[src/rtl/exception_sequencer_pkg.sv]
// ---------------------------------------------------------------------------
// exception_sequencer_pkg
// Shared definitions for the exception sequencer and its neighbours: the
// control unit and the vector-address mux use the same state encodings,
// cause codes, ExcCode values and default vector-table base.
//
// Contents:
//   ST_*            FSM state encodings (IDLE, CAPTURE, WAIT, LOAD, DONE)
//   CAUSE_*         2-bit latched cause codes
//   EXCCODE_*       MIPS-style ExcCode values for the optional Cause register
//   *_DEFAULT       default parameter values for the sequencer
//   prio_cause()    fixed-priority cause selection (opcode > ovf > div0)
//   cause_reg_value() builds the 32-bit Cause register image from a cause
// ---------------------------------------------------------------------------
package exception_sequencer_pkg;

    localparam logic [2:0] ST_IDLE    = 3'd0;
    localparam logic [2:0] ST_CAPTURE = 3'd1;
    localparam logic [2:0] ST_WAIT    = 3'd2;
    localparam logic [2:0] ST_LOAD    = 3'd3;
    localparam logic [2:0] ST_DONE    = 3'd4;

    localparam logic [1:0] CAUSE_OPCODE = 2'b00;
    localparam logic [1:0] CAUSE_OVF    = 2'b01;
    localparam logic [1:0] CAUSE_DIV0   = 2'b10;

    localparam logic [4:0] EXCCODE_OPCODE = 5'd10;
    localparam logic [4:0] EXCCODE_OVF    = 5'd12;
    localparam logic [4:0] EXCCODE_DIV0   = 5'd15;

    localparam logic [31:0] VEC_BASE_DEFAULT   = 32'd253;
    localparam logic [31:0] EPC_OFFSET_DEFAULT = 32'd4;
    localparam int          MEM_LAT_DEFAULT    = 2;

    // Width of the memory-wait counter; covers latencies 1..15.
    localparam int WAIT_CNT_W = 4;

    // Fixed-priority selection. The caller only uses the result when at
    // least one flag is set, so "neither opcode nor ovf" means div0.
    function automatic logic [1:0] prio_cause(input logic exc_opcode,
                                              input logic exc_ovf);
        logic [1:0] c;
        if (exc_opcode) begin
            c = CAUSE_OPCODE;
        end else if (exc_ovf) begin
            c = CAUSE_OVF;
        end else begin
            c = CAUSE_DIV0;
        end
        return c;
    endfunction

    // MIPS-style Cause register image: ExcCode in bits [6:2], rest zero.
    function automatic logic [31:0] cause_reg_value(input logic [1:0] c);
        logic [4:0] code;
        case (c)
            CAUSE_OPCODE: code = EXCCODE_OPCODE;
            CAUSE_OVF:    code = EXCCODE_OVF;
            CAUSE_DIV0:   code = EXCCODE_DIV0;
            default:      code = 5'd0;
        endcase
        return {25'd0, code, 2'b00};
    endfunction

endpackage

[src/rtl/exception_sequencer_wait_counter.sv]
// ---------------------------------------------------------------------------
// exception_sequencer_wait_counter
// Load/decrement counter used to sit out a fixed memory read latency. Load
// it with the latency on the cycle before the wait state, decrement during
// the wait state; 'done' is high on the last counted cycle so the caller
// can leave the wait state on that edge. Reusable by other memory-wait
// states in the control unit.
//
// Ports:
//   clk       in   1   system clock, rising edge
//   reset     in   1   synchronous, active-high; clears the count
//   load      in   1   load load_val (has priority over dec)
//   load_val  in   W   number of cycles to count
//   dec       in   1   count down by one (saturates at zero)
//   done      out  1   count == 1, i.e. final cycle of the wait
// ---------------------------------------------------------------------------
module exception_sequencer_wait_counter
    import exception_sequencer_pkg::*;
#(
    parameter int W = WAIT_CNT_W
) (
    input  logic         clk,
    input  logic         reset,
    input  logic         load,
    input  logic [W-1:0] load_val,
    input  logic         dec,
    output logic         done
);

    localparam logic [W-1:0] CNT_ZERO = {W{1'b0}};
    localparam logic [W-1:0] CNT_ONE  = {{(W-1){1'b0}}, 1'b1};

    logic [W-1:0] count_r;

    // Count register; saturating so a stray dec at zero cannot wrap to max.
    always_ff @(posedge clk) begin
        if (reset) begin
            count_r <= CNT_ZERO;
        end else if (load) begin
            count_r <= load_val;
        end else if (dec && (count_r != CNT_ZERO)) begin
            count_r <= count_r - CNT_ONE;
        end else begin
            count_r <= count_r;
        end
    end

    assign done = (count_r == CNT_ONE);

endmodule

[src/rtl/exception_sequencer.sv]
// ---------------------------------------------------------------------------
// exception_sequencer
// Redirects the PC to an exception handler. Takes the raw exception flags
// from the datapath, latches one cause by priority (opcode > ovf > div0),
// reads the handler byte from the vector table at VEC_BASE+cause, writes
// EPC (pc_current - EPC_OFFSET) and then loads PC with the zero-extended
// handler byte. While busy it owns the PC/EPC write strobes.
//
// Timeline (detection edge = E0, MEM_LAT = L):
//   cycle 1        CAPTURE  mem_rd=1, vec_addr valid, epc_wr=1
//   cycles 2..L+1  WAIT     mem_rd held, vec_addr stable
//   cycle L+2      LOAD     pc_out valid, pc_wr=1, mem_rd=0
//   cycle L+3      DONE     busy still 1
//   cycle L+4      IDLE     busy=0, flags sampled again
//
// Parameters:
//   VEC_BASE    vector-table address of cause 0
//   MEM_LAT     cycles from mem_rd to valid mem_data_in (1..15)
//   EPC_OFFSET  subtracted from pc_current to form EPC
//
// Ports:
//   clk, reset   clock / synchronous active-high reset
//   exc_opcode, exc_ovf, exc_div0   level flags, sampled in IDLE only
//   pc_current   current (already incremented) PC
//   mem_data_in  vector-table read data, handler address in [7:0]
//   vec_addr, mem_rd          vector-table read request
//   epc_out, epc_wr           EPC write (one-cycle strobe)
//   pc_out, pc_wr             PC write (one-cycle strobe)
//   busy                      stall request to the main control unit
//   cause                     latched cause (00 opcode, 01 ovf, 10 div0)
//   cause_reg                 MIPS Cause register, only with EXC_CAUSE_REG_EN
//
// Build option: define EXC_CAUSE_REG_EN to add the 32-bit cause_reg output.
// ---------------------------------------------------------------------------
module exception_sequencer
    import exception_sequencer_pkg::*;
#(
    parameter logic [31:0] VEC_BASE   = VEC_BASE_DEFAULT,
    parameter int          MEM_LAT    = MEM_LAT_DEFAULT,
    parameter logic [31:0] EPC_OFFSET = EPC_OFFSET_DEFAULT
) (
    input  logic        clk,
    input  logic        reset,
    input  logic        exc_opcode,
    input  logic        exc_ovf,
    input  logic        exc_div0,
    input  logic [31:0] pc_current,
    input  logic [31:0] mem_data_in,
    output logic [31:0] vec_addr,
    output logic        mem_rd,
    output logic [31:0] epc_out,
    output logic        epc_wr,
    output logic [31:0] pc_out,
    output logic        pc_wr,
    output logic        busy,
    output logic [1:0]  cause
`ifdef EXC_CAUSE_REG_EN
    ,
    output logic [31:0] cause_reg
`endif
);

    localparam logic [WAIT_CNT_W-1:0] LAT_LOAD = WAIT_CNT_W'(MEM_LAT);

    logic [2:0]  state_r;
    logic [2:0]  state_nxt_s;
    logic        flag_any_s;
    logic [1:0]  cause_nxt_s;
    logic        cnt_load_s;
    logic        cnt_dec_s;
    logic        cnt_done_s;

    logic [31:0] vec_addr_r;
    logic        mem_rd_r;
    logic [31:0] epc_out_r;
    logic        epc_wr_r;
    logic [31:0] pc_out_r;
    logic        pc_wr_r;
    logic        busy_r;
    logic [1:0]  cause_r;

    // Flag qualification and priority pick for the cause latched on detection.
    always_comb begin
        flag_any_s  = exc_opcode | exc_ovf | exc_div0;
        cause_nxt_s = prio_cause(exc_opcode, exc_ovf);
    end

    // Counter is loaded as CAPTURE exits and runs only while in WAIT.
    always_comb begin
        cnt_load_s = (state_r == ST_CAPTURE);
        cnt_dec_s  = (state_r == ST_WAIT);
    end

    exception_sequencer_wait_counter #(
        .W (WAIT_CNT_W)
    ) u_wait_counter (
        .clk      (clk),
        .reset    (reset),
        .load     (cnt_load_s),
        .load_val (LAT_LOAD),
        .dec      (cnt_dec_s),
        .done     (cnt_done_s)
    );

    // Next-state logic; flags only matter in IDLE so sequences never nest.
    always_comb begin
        state_nxt_s = state_r;
        case (state_r)
            ST_IDLE: begin
                if (flag_any_s) begin
                    state_nxt_s = ST_CAPTURE;
                end else begin
                    state_nxt_s = ST_IDLE;
                end
            end
            ST_CAPTURE: state_nxt_s = ST_WAIT;
            ST_WAIT: begin
                if (cnt_done_s) begin
                    state_nxt_s = ST_LOAD;
                end else begin
                    state_nxt_s = ST_WAIT;
                end
            end
            ST_LOAD: state_nxt_s = ST_DONE;
            ST_DONE: state_nxt_s = ST_IDLE;
            default: state_nxt_s = ST_IDLE;
        endcase
    end

    // State register.
    always_ff @(posedge clk) begin
        if (reset) begin
            state_r <= ST_IDLE;
        end else begin
            state_r <= state_nxt_s;
        end
    end

    // Registered outputs, updated on the edge that enters the state in
    // which they must be visible; a reset mid-sequence drops every strobe.
    always_ff @(posedge clk) begin
        if (reset) begin
            vec_addr_r <= 32'd0;
            mem_rd_r   <= 1'b0;
            epc_out_r  <= 32'd0;
            epc_wr_r   <= 1'b0;
            pc_out_r   <= 32'd0;
            pc_wr_r    <= 1'b0;
            busy_r     <= 1'b0;
            cause_r    <= CAUSE_OPCODE;
        end else begin
            case (state_r)
                ST_IDLE: begin
                    if (flag_any_s) begin
                        busy_r     <= 1'b1;
                        cause_r    <= cause_nxt_s;
                        epc_out_r  <= pc_current - EPC_OFFSET;
                        epc_wr_r   <= 1'b1;
                        mem_rd_r   <= 1'b1;
                        vec_addr_r <= VEC_BASE + {30'd0, cause_nxt_s};
                    end else begin
                        busy_r     <= 1'b0;
                        epc_wr_r   <= 1'b0;
                        mem_rd_r   <= 1'b0;
                        vec_addr_r <= 32'd0;
                    end
                end
                ST_CAPTURE: begin
                    epc_wr_r <= 1'b0;
                end
                ST_WAIT: begin
                    if (cnt_done_s) begin
                        // Masking keeps only the handler byte (zero-extend).
                        pc_out_r   <= mem_data_in & 32'h0000_00FF;
                        pc_wr_r    <= 1'b1;
                        mem_rd_r   <= 1'b0;
                        vec_addr_r <= 32'd0;
                    end
                end
                ST_LOAD: begin
                    pc_wr_r <= 1'b0;
                end
                ST_DONE: begin
                    busy_r <= 1'b0;
                end
                default: begin
                    busy_r     <= 1'b0;
                    epc_wr_r   <= 1'b0;
                    pc_wr_r    <= 1'b0;
                    mem_rd_r   <= 1'b0;
                    vec_addr_r <= 32'd0;
                end
            endcase
        end
    end

    assign vec_addr = vec_addr_r;
    assign mem_rd   = mem_rd_r;
    assign epc_out  = epc_out_r;
    assign epc_wr   = epc_wr_r;
    assign pc_out   = pc_out_r;
    assign pc_wr    = pc_wr_r;
    assign busy     = busy_r;
    assign cause    = cause_r;

`ifdef EXC_CAUSE_REG_EN
    logic [31:0] cause_reg_r;

    // Cause register loads on the same edge that raises epc_wr; only reset clears it.
    always_ff @(posedge clk) begin
        if (reset) begin
            cause_reg_r <= 32'd0;
        end else if ((state_r == ST_IDLE) && flag_any_s) begin
            cause_reg_r <= cause_reg_value(cause_nxt_s);
        end else begin
            cause_reg_r <= cause_reg_r;
        end
    end

    assign cause_reg = cause_reg_r;
`endif

endmodule

[config.mk]
export PLATFORM = sky130hd
export DESIGN_NAME = exception_sequencer
export DESIGN_NICKNAME = d
export VERILOG_FILES = /design/src/rtl/exception_sequencer_pkg.sv /design/src/rtl/exception_sequencer_wait_counter.sv /design/src/rtl/exception_sequencer.sv
export SDC_FILE = /design/constraint.sdc
export NUM_CORES = 1
export LEC_CHECK = 0
export CAP_MARGIN = 5
export CORE_ASPECT_RATIO = 0.5
export CORE_MARGIN = 3
export CORE_UTILIZATION = 33
export CTS_BUF_LIST = sky130_fd_sc_hd__clkbuf_4
export DETAILED_ROUTE_END_ITERATION = 7
export PLACE_DENSITY = 0.78
export SLEW_MARGIN = 15
export SYNTH_ARGS = -nofsm -noshare
export SYNTH_HDL_FRONTEND = slang
export SYNTH_SLANG_ARGS = --single-unit
[constraint.sdc]
create_clock -name clk -period 2 [get_ports clk]
set_clock_uncertainty 0.1 [all_clocks]
set_input_delay 0.2 -clock clk [delete_from_list [all_inputs] [get_ports clk]]
set_output_delay 0.2 -clock clk [all_outputs]
set_load 0.03 [all_outputs]
==> qor.yml, run 1 <==
power_density_nw_per_um2: 945
ys_ff_latch: 57
fin_nets: 574
area_delta_synth_final_pct: 46.6
cpPeakStageDelay_ns: 0.55
die_h_um: 74.5
setup_slack_ns: -0.0290
grt.total_usage_pct: 14.6
cp_top_family: "simple AND/OR/NAND/NOR gates"
crit_path_cell_trace: "clkdlybuf4s50_1, or4_4, or4_4, or4_4, a311oi_2"
drt_pre_antenna_iters: 4
status: "complete, but fails checks"
crit_type: "in2reg"
avgSynthCellArea_um2: 8.58
reg2reg_depth: 5
p_leak_uw: 0.00182
hold_viol_final: 0
cts_tree: "yes"
hold_class: "in2reg"
cp.required_ns: 2.20
yosysWarnings: 0
max_freq_mhz: 493
antenna_cells: 0
vias_per_cell: 4.76
cts_setup_buffers: 0
irDropWorstVdd_mv: 0.362
slowest_stage: "or4_4"
grt_pass1_wl_um: 12600
slew_violations: 0
r2r_end: "vec_addr[8]"
place.gp.congestion: 0.808
die_w_um: 143
min_to: "pc_out[4]"
place_area_um2: 4380
dp_hpwl_um: 6190
initial_core_util_pct: 34.7
grt_pass1_vias: 2696
post-route-period-util_pct: 101
layout_min_cycle_time_ns: 2.03
gr-total-overflow: 0
power_frac_clock_pct: 18.4
cpMostUsedCell: "or4_4"
comb_power_share_pct: 46.8
min_from: "reset"
synth_flop_cell: "dfxtp_1"
cts-buffers-inserted: 9
drv_cap: 0
rr_startpoint: "u_wait_counter.count_r[0]"
clk_path_buf_depth: 2
core_area_um2: 8920
grt_max_degree: 44
drt_iter0_drc: 136
ios: 171
synth_edf_count: 0
drtAntennaViolNets: 0
max-slew-margin-rel_pct: 64.2
synth_cells: 361
io_buffer_count: 99
finalWirelength_um: 8060
antenna_found_initial: 0
setup_viol: 1
worst_setup_path_end_kind: "register"
cp-start-kind: "input port"
clkLatencyLatePin_ns: 0.38
final_layout_size_suffix_gt1_share_pct: 17.9
vias: 2955
holdWs_ns: 0.152
routedWlPerCell_um: 13.0
cp_max_fo: 4
clk_pin_slew_ns: 0.10
swShare_pct: 40.6
clock_sinks: 57
rsz0062_at_grt: "yes"
dieArea_um2: 10700
intPower_uw: 2550
h-tree-depth: 3
worst_pin_slew_ns: 0.532
holdPathStages: 2
synthesis.area_um2: 3100
largest_reg_flops: 32
critPathBufInv: 1
clockRootBuffer: "clkbuf_4"
p_seq_share_pct: 34.8
final_area_um2: 4540
rows: 24
r2r_slack_ns: 0.20
synthArstFlopShare_pct: 0
synth_cell_type_count: 40
p_switching_uw: 1740
drc: 0
yosysSeqAreaShare_pct: 36.8
failed_checks: "negative setup slack"
worst-endpoint-arrival_ns: 2.23
==> synthesized netlist by cell type (2+ instances only) <==
library cell,instances,share of area (%)
dfxtp_1,57,37
buf_4,52,13
nor2_1,52,6.3
a311oi_1,17,4.8
clkbuf_1,16,1.9
a211oi_1,13,3.2
o31ai_1,13,3.2
or4_1,12,2.9
a21oi_1,11,1.8
or3_1,10,2.0
nand2_1,9,1.1
nor3_1,9,1.5
xor2_1,9,2.5
mux2i_1,8,2.6
nand3_1,6,0.97
o21ai_0,6,0.97
buf_1,5,0.61
ha_1,5,2.0
inv_1,5,0.61
nor4_1,5,1.0
xnor2_1,5,1.4
nand3b_1,4,0.97
or3b_2,4,1.1
nand4_1,3,0.61
nor3b_1,3,0.73
or2_2,3,0.61
a21o_1,2,0.48
a22o_1,2,0.57
and2_1,2,0.40
nand2b_1,2,0.40
nor2b_1,2,0.40
==> stage by stage <==
| step | setup TNS (ns) | utilization (%) | worst slack [ns] | total power [uW] | instances |
|---|---|---|---|---|---|
| finish | -0.0290 | 50.9 | -0.0290 | 4290 | 621 |
| global route | -0.0226 | 50.9 | -0.0226 | 4540 | 621 |
| CTS | 0 | 50.6 | 0.00635 | 4320 | 621 |
| detailed placement | -5.47 | 49.2 | -0.585 | 3520 | 606 |
| global placement | -5.14 | 49.2 | -0.547 | 3490 | 606 |
| floorplan | -0.0775 | - | -0.0775 | 2800 | 407 |
==> area by class of cell <==
cell class	instances	area [um^2]
Timing Repair Buffer	155	1430
Clock inverter	6	60.1
Tap cell	117	146
Clock buffer	9	67.6
Sequential cell	57	1140
Fill cell	824	4380
Inverter	5	18.8
Multi-Input combinational cell	272	1680
==> repair_timing <==
| action | in CTS | in global routing |
|---|---|---|
| pin swaps | 3 | 1 |
| resized for setup | 4 | 5 |
| hold buffers | 0 | 0 |
| endpoints found under the setup margin | 2 | 7 |
==> power groups by stage <==
stage,clock network [uW],logic (uW),registers [uW]
floorplan,0,901,1890
global placement,0,1970,1510
detailed placement,0,2000,1520
CTS,817,2010,1490
global route,866,2150,1530
finish,791,2010,1490
==> how the worst max path moves through the flow <==
| stage | startpoint | to | slack (ns) | cells past startpoint |
|---|---|---|---|---|
| 2_1_floorplan | pc_current[24] | epc_out[28] | -0.08 | 4 |
| 3_3_place_gp | pc_current[24] | epc_out[28] | -0.55 | 5 |
| 3_5_place_dp | pc_current[24] | epc_out[28] | -0.58 | 5 |
| 4_1_cts | pc_current[24] | epc_out[28] | 0.006 | 5 |
| 5_1_grt | pc_current[24] | epc_out[28] | -0.02 | 5 |
| 6_report | pc_current[24] | epc_out[28] | -0.03 | 5 |
==> cells in the final DEF, fill, tap and decap left out, types with 4 or more instances in the layout <==
| cell type | instances |
|---|---|
| or3_1 | 10 |
| buf_4 | 54 |
| clkdlybuf4s50_1 | 95 |
| a21oi_1 | 11 |
| nor3_1 | 8 |
| conb_1 | 47 |
| inv_1 | 5 |
| a211oi_1 | 13 |
| or3b_2 | 4 |
| clkbuf_4 | 9 |
| nor2_1 | 52 |
| xor2_1 | 9 |
| nand2_1 | 9 |
| a311oi_1 | 15 |
| o21ai_0 | 6 |
| mux2i_1 | 8 |
| nand3_1 | 6 |
| o31ai_1 | 13 |
| ha_1 | 5 |
| or4_1 | 10 |
| nand3b_1 | 4 |
| xnor2_1 | 5 |
| dfxtp_1 | 57 |
==> routing by layer <==
layer / track usage (%) / vias to the layer above / part of all wire [%]
met5: 0 / - / 0
met4: 4.32 / 0 / 0.78
met3: 3.53 / 7 / 4.7
met2: 27.5 / 71 / 55
met1: 16.7 / 1391 / 40
li1: - / 1486 / -
==> logic make-up (layout without fill, tap and decap cells) <==
group | after synthesis | after routing | share of synthesized area (%)
AO/OA/AOI/OAI | 68 | 68 | 16.0
buffers and inverters | 78 | 175 | 15.8
adder cells (fa/ha/maj) | 5 | 5 | 2.02
XOR/XNOR | 14 | 14 | 3.96
flip-flops | 57 | 57 | 36.8
AND/OR/NAND/NOR | 129 | 129 | 22.3
multiplexers | 9 | 9 | 2.95
other | 1 | 47 | 0.121
Note: power is estimated with default switching activity, not from simulation.
==> inputs of run 2 (changes only) <==
--- a/config.mk
+++ b/config.mk
@@ -7,7 +7,7 @@
 export LEC_CHECK = 0
 export CAP_MARGIN = 5
 export CORE_ASPECT_RATIO = 0.5
-export CORE_MARGIN = 3
+export CORE_MARGIN = 2
 export CORE_UTILIZATION = 33
 export CTS_BUF_LIST = sky130_fd_sc_hd__clkbuf_4
 export DETAILED_ROUTE_END_ITERATION = 7
==> run 2 against run 1 <==
The flow now finishes without violations. Clock power rose by 2.8%. Sequential power about the same. Via count decreased by 0.10%. First-iteration DRC count up 19%. Wire length grew 1.4%. Critical endpoint is now epc_out[27].
==> qor.yml, run 2 (same netlist as run 1, synthesis figures left out) <==
post-route-period-util_pct: 98.9
min_from: "reset"
power_frac_clock_pct: 18.8
clockRootBuffer: "clkbuf_4"
cp.required_ns: 2.20
max-slew-margin-rel_pct: 58.3
drtAntennaViolNets: 0
cts_hold_buffers: 0
drt_iter0_drc: 162
place_ws_ns: -0.570
final_layout_size_suffix_gt1_share_pct: 17.5
slowest_stage: "or4_1"
drv_cap: 0
vias: 2952
dp_cells: 603
mostFrequentLayoutCells: "clkdlybuf4s50_1, dfxtp_1, nor2_1"
grt_pass1_wl_um: 12700
r2r_end: "vec_addr[8]"
min_to: "cause[0]"
worst-endpoint-arrival_ns: 2.18
hold_viol_final: 0
max_freq_mhz: 506
slew_violations: 0
worst_setup_path_end_kind: "register"
multi_input_area_um2: 1680
antenna_cells: 0
drc: 0
antenna_found_initial: 0
cp_top_family: "simple AND/OR/NAND/NOR gates"
cts-buffers-inserted: 9
p_leak_uw: 0.00184
h-tree-depth: 3
vias_per_cell: 4.75
fill_cells: 818
die_h_um: 72.5
holdWs_ns: 0.0447
fin_nets: 573
initial_core_util_pct: 34.7
ios: 171
grt_pass1_vias: 2620
gr-total-overflow: 0
routedWlPerCell_um: 13.2
crit_type: "in2reg"
worst_pin_slew_ns: 0.621
intPower_uw: 2570
p_switching_uw: 1740
cp_max_fo: 6
core_area_um2: 8920
die_w_um: 141
setup_viol: 0
clk_pin_slew_ns: 0.10
critPathBufInv: 3
setup_slack_ns: 0.0223
p_seq_share_pct: 34.9
grt_max_degree: 48
comb_power_share_pct: 46.2
dieArea_um2: 10200
cp-start-kind: "input port"
crit_path_cell_trace: "clkdlybuf4s50_1, nor4_2, buf_4, nand4_1, buf_6, or4_1, a311oi_2"
power_uw: 4320
largest_reg_flops: 32
rows: 24
reg2reg_depth: 5
area_delta_synth_final_pct: 46.7
swShare_pct: 40.4
power_density_nw_per_um2: 951
cts_tree: "yes"
cpPeakStageDelay_ns: 0.53
hold_class: "in2reg"
final_area_um2: 4540
status: "complete, no violations"
place_area_um2: 4360
layout_min_cycle_time_ns: 1.98
finalWirelength_um: 8180
irDropWorstVdd_mv: 0.287
clock_sinks: 57
seq_area_um2: 1140
clkLatencyLatePin_ns: 0.38
io_buffer_count: 99
holdPathStages: 2
grt.total_usage_pct: 15.3
rr_startpoint: "u_wait_counter.count_r[0]"
r2r_slack_ns: 0.16
clk_path_buf_depth: 2
drt_pre_antenna_iters: 4
place.gp.congestion: 0.798
finalNonFillerCells: 621
dp_hpwl_um: 5990
mostFrequentLayoutCell: "clkdlybuf4s50_1"
## run 2: changes by cell type in the layout (fill, tap and decap cells not counted), moves of 2 or more
cell             previous run  this run
clkbuf_4                    9        11
clkinv_1                    1         3
dlymetal6s2s_1              0         2
buf_4                      54        51
clkdlybuf4s50_1            95        92
## run 2: how the worst max path moves through the flow
stage	startpoint	end	slack, ns	cells after the start
2_1_floorplan	pc_current[24]	epc_out[28]	-0.08	4
3_3_place_gp	pc_current[24]	epc_out[28]	-0.54	5
3_5_place_dp	pc_current[24]	epc_out[28]	-0.57	5
4_1_cts	pc_current[8]	epc_out[23]	0.001	7
5_1_grt	pc_current[10]	epc_out[27]	-0.02	7
6_report	pc_current[10]	epc_out[27]	0.02	7
## run 2: per-layer routing
metal | share of wire [%] | GRT usage, % | vias to the layer above
met3 | 4.0 | 3.89 | 12
met4 | 1.1 | 3.89 | 0
met1 | 44 | 18.3 | 1388
li1 | - | - | 1482
met5 | 0 | 0 | -
met2 | 51 | 28.1 | 70
## run 2: worst register-to-register path: stages, from the launching register on
cell     delay, ns
dfxtp_1       0.42
ha_1          0.17
or3b_2        0.44
a21oi_1       0.21
o31ai_1       0.17
a22o_1        0.22
## run 2: per-stage QoR
stage	utilization, %	TNS (ns)
global route	50.9	-0.0235
CTS	50.5	0
global placement	48.9	-5.12
floorplan	-	-0.0775
detailed placement	48.9	-6.58
finish	50.9	0
## run 2: area by class of cell
type,count,area share [%]
Multi-Input combinational cell,272,37.0
Timing Repair Buffer,154,31.4
Sequential cell,57,25.1
Tap cell,117,3.22
Clock buffer,11,1.82
Clock inverter,5,1.02
Inverter,5,0.413
## run 2: power groups by stage
stage	registers, uW	logic (uW)	clock network, uW
floorplan	1890	901	0
global placement	1530	1950	0
detailed placement	1540	1980	0
CTS	1510	1990	835
global route	1540	2130	888
finish	1510	2000	813
## run 2: repair_timing
item	in CTS	in global routing
hold endpoints to repair	0	0
gates cloned	0	1
setup endpoints to repair	5	12
pin swaps	5	7
buffers inserted	0	1
gates resized for setup	8	5
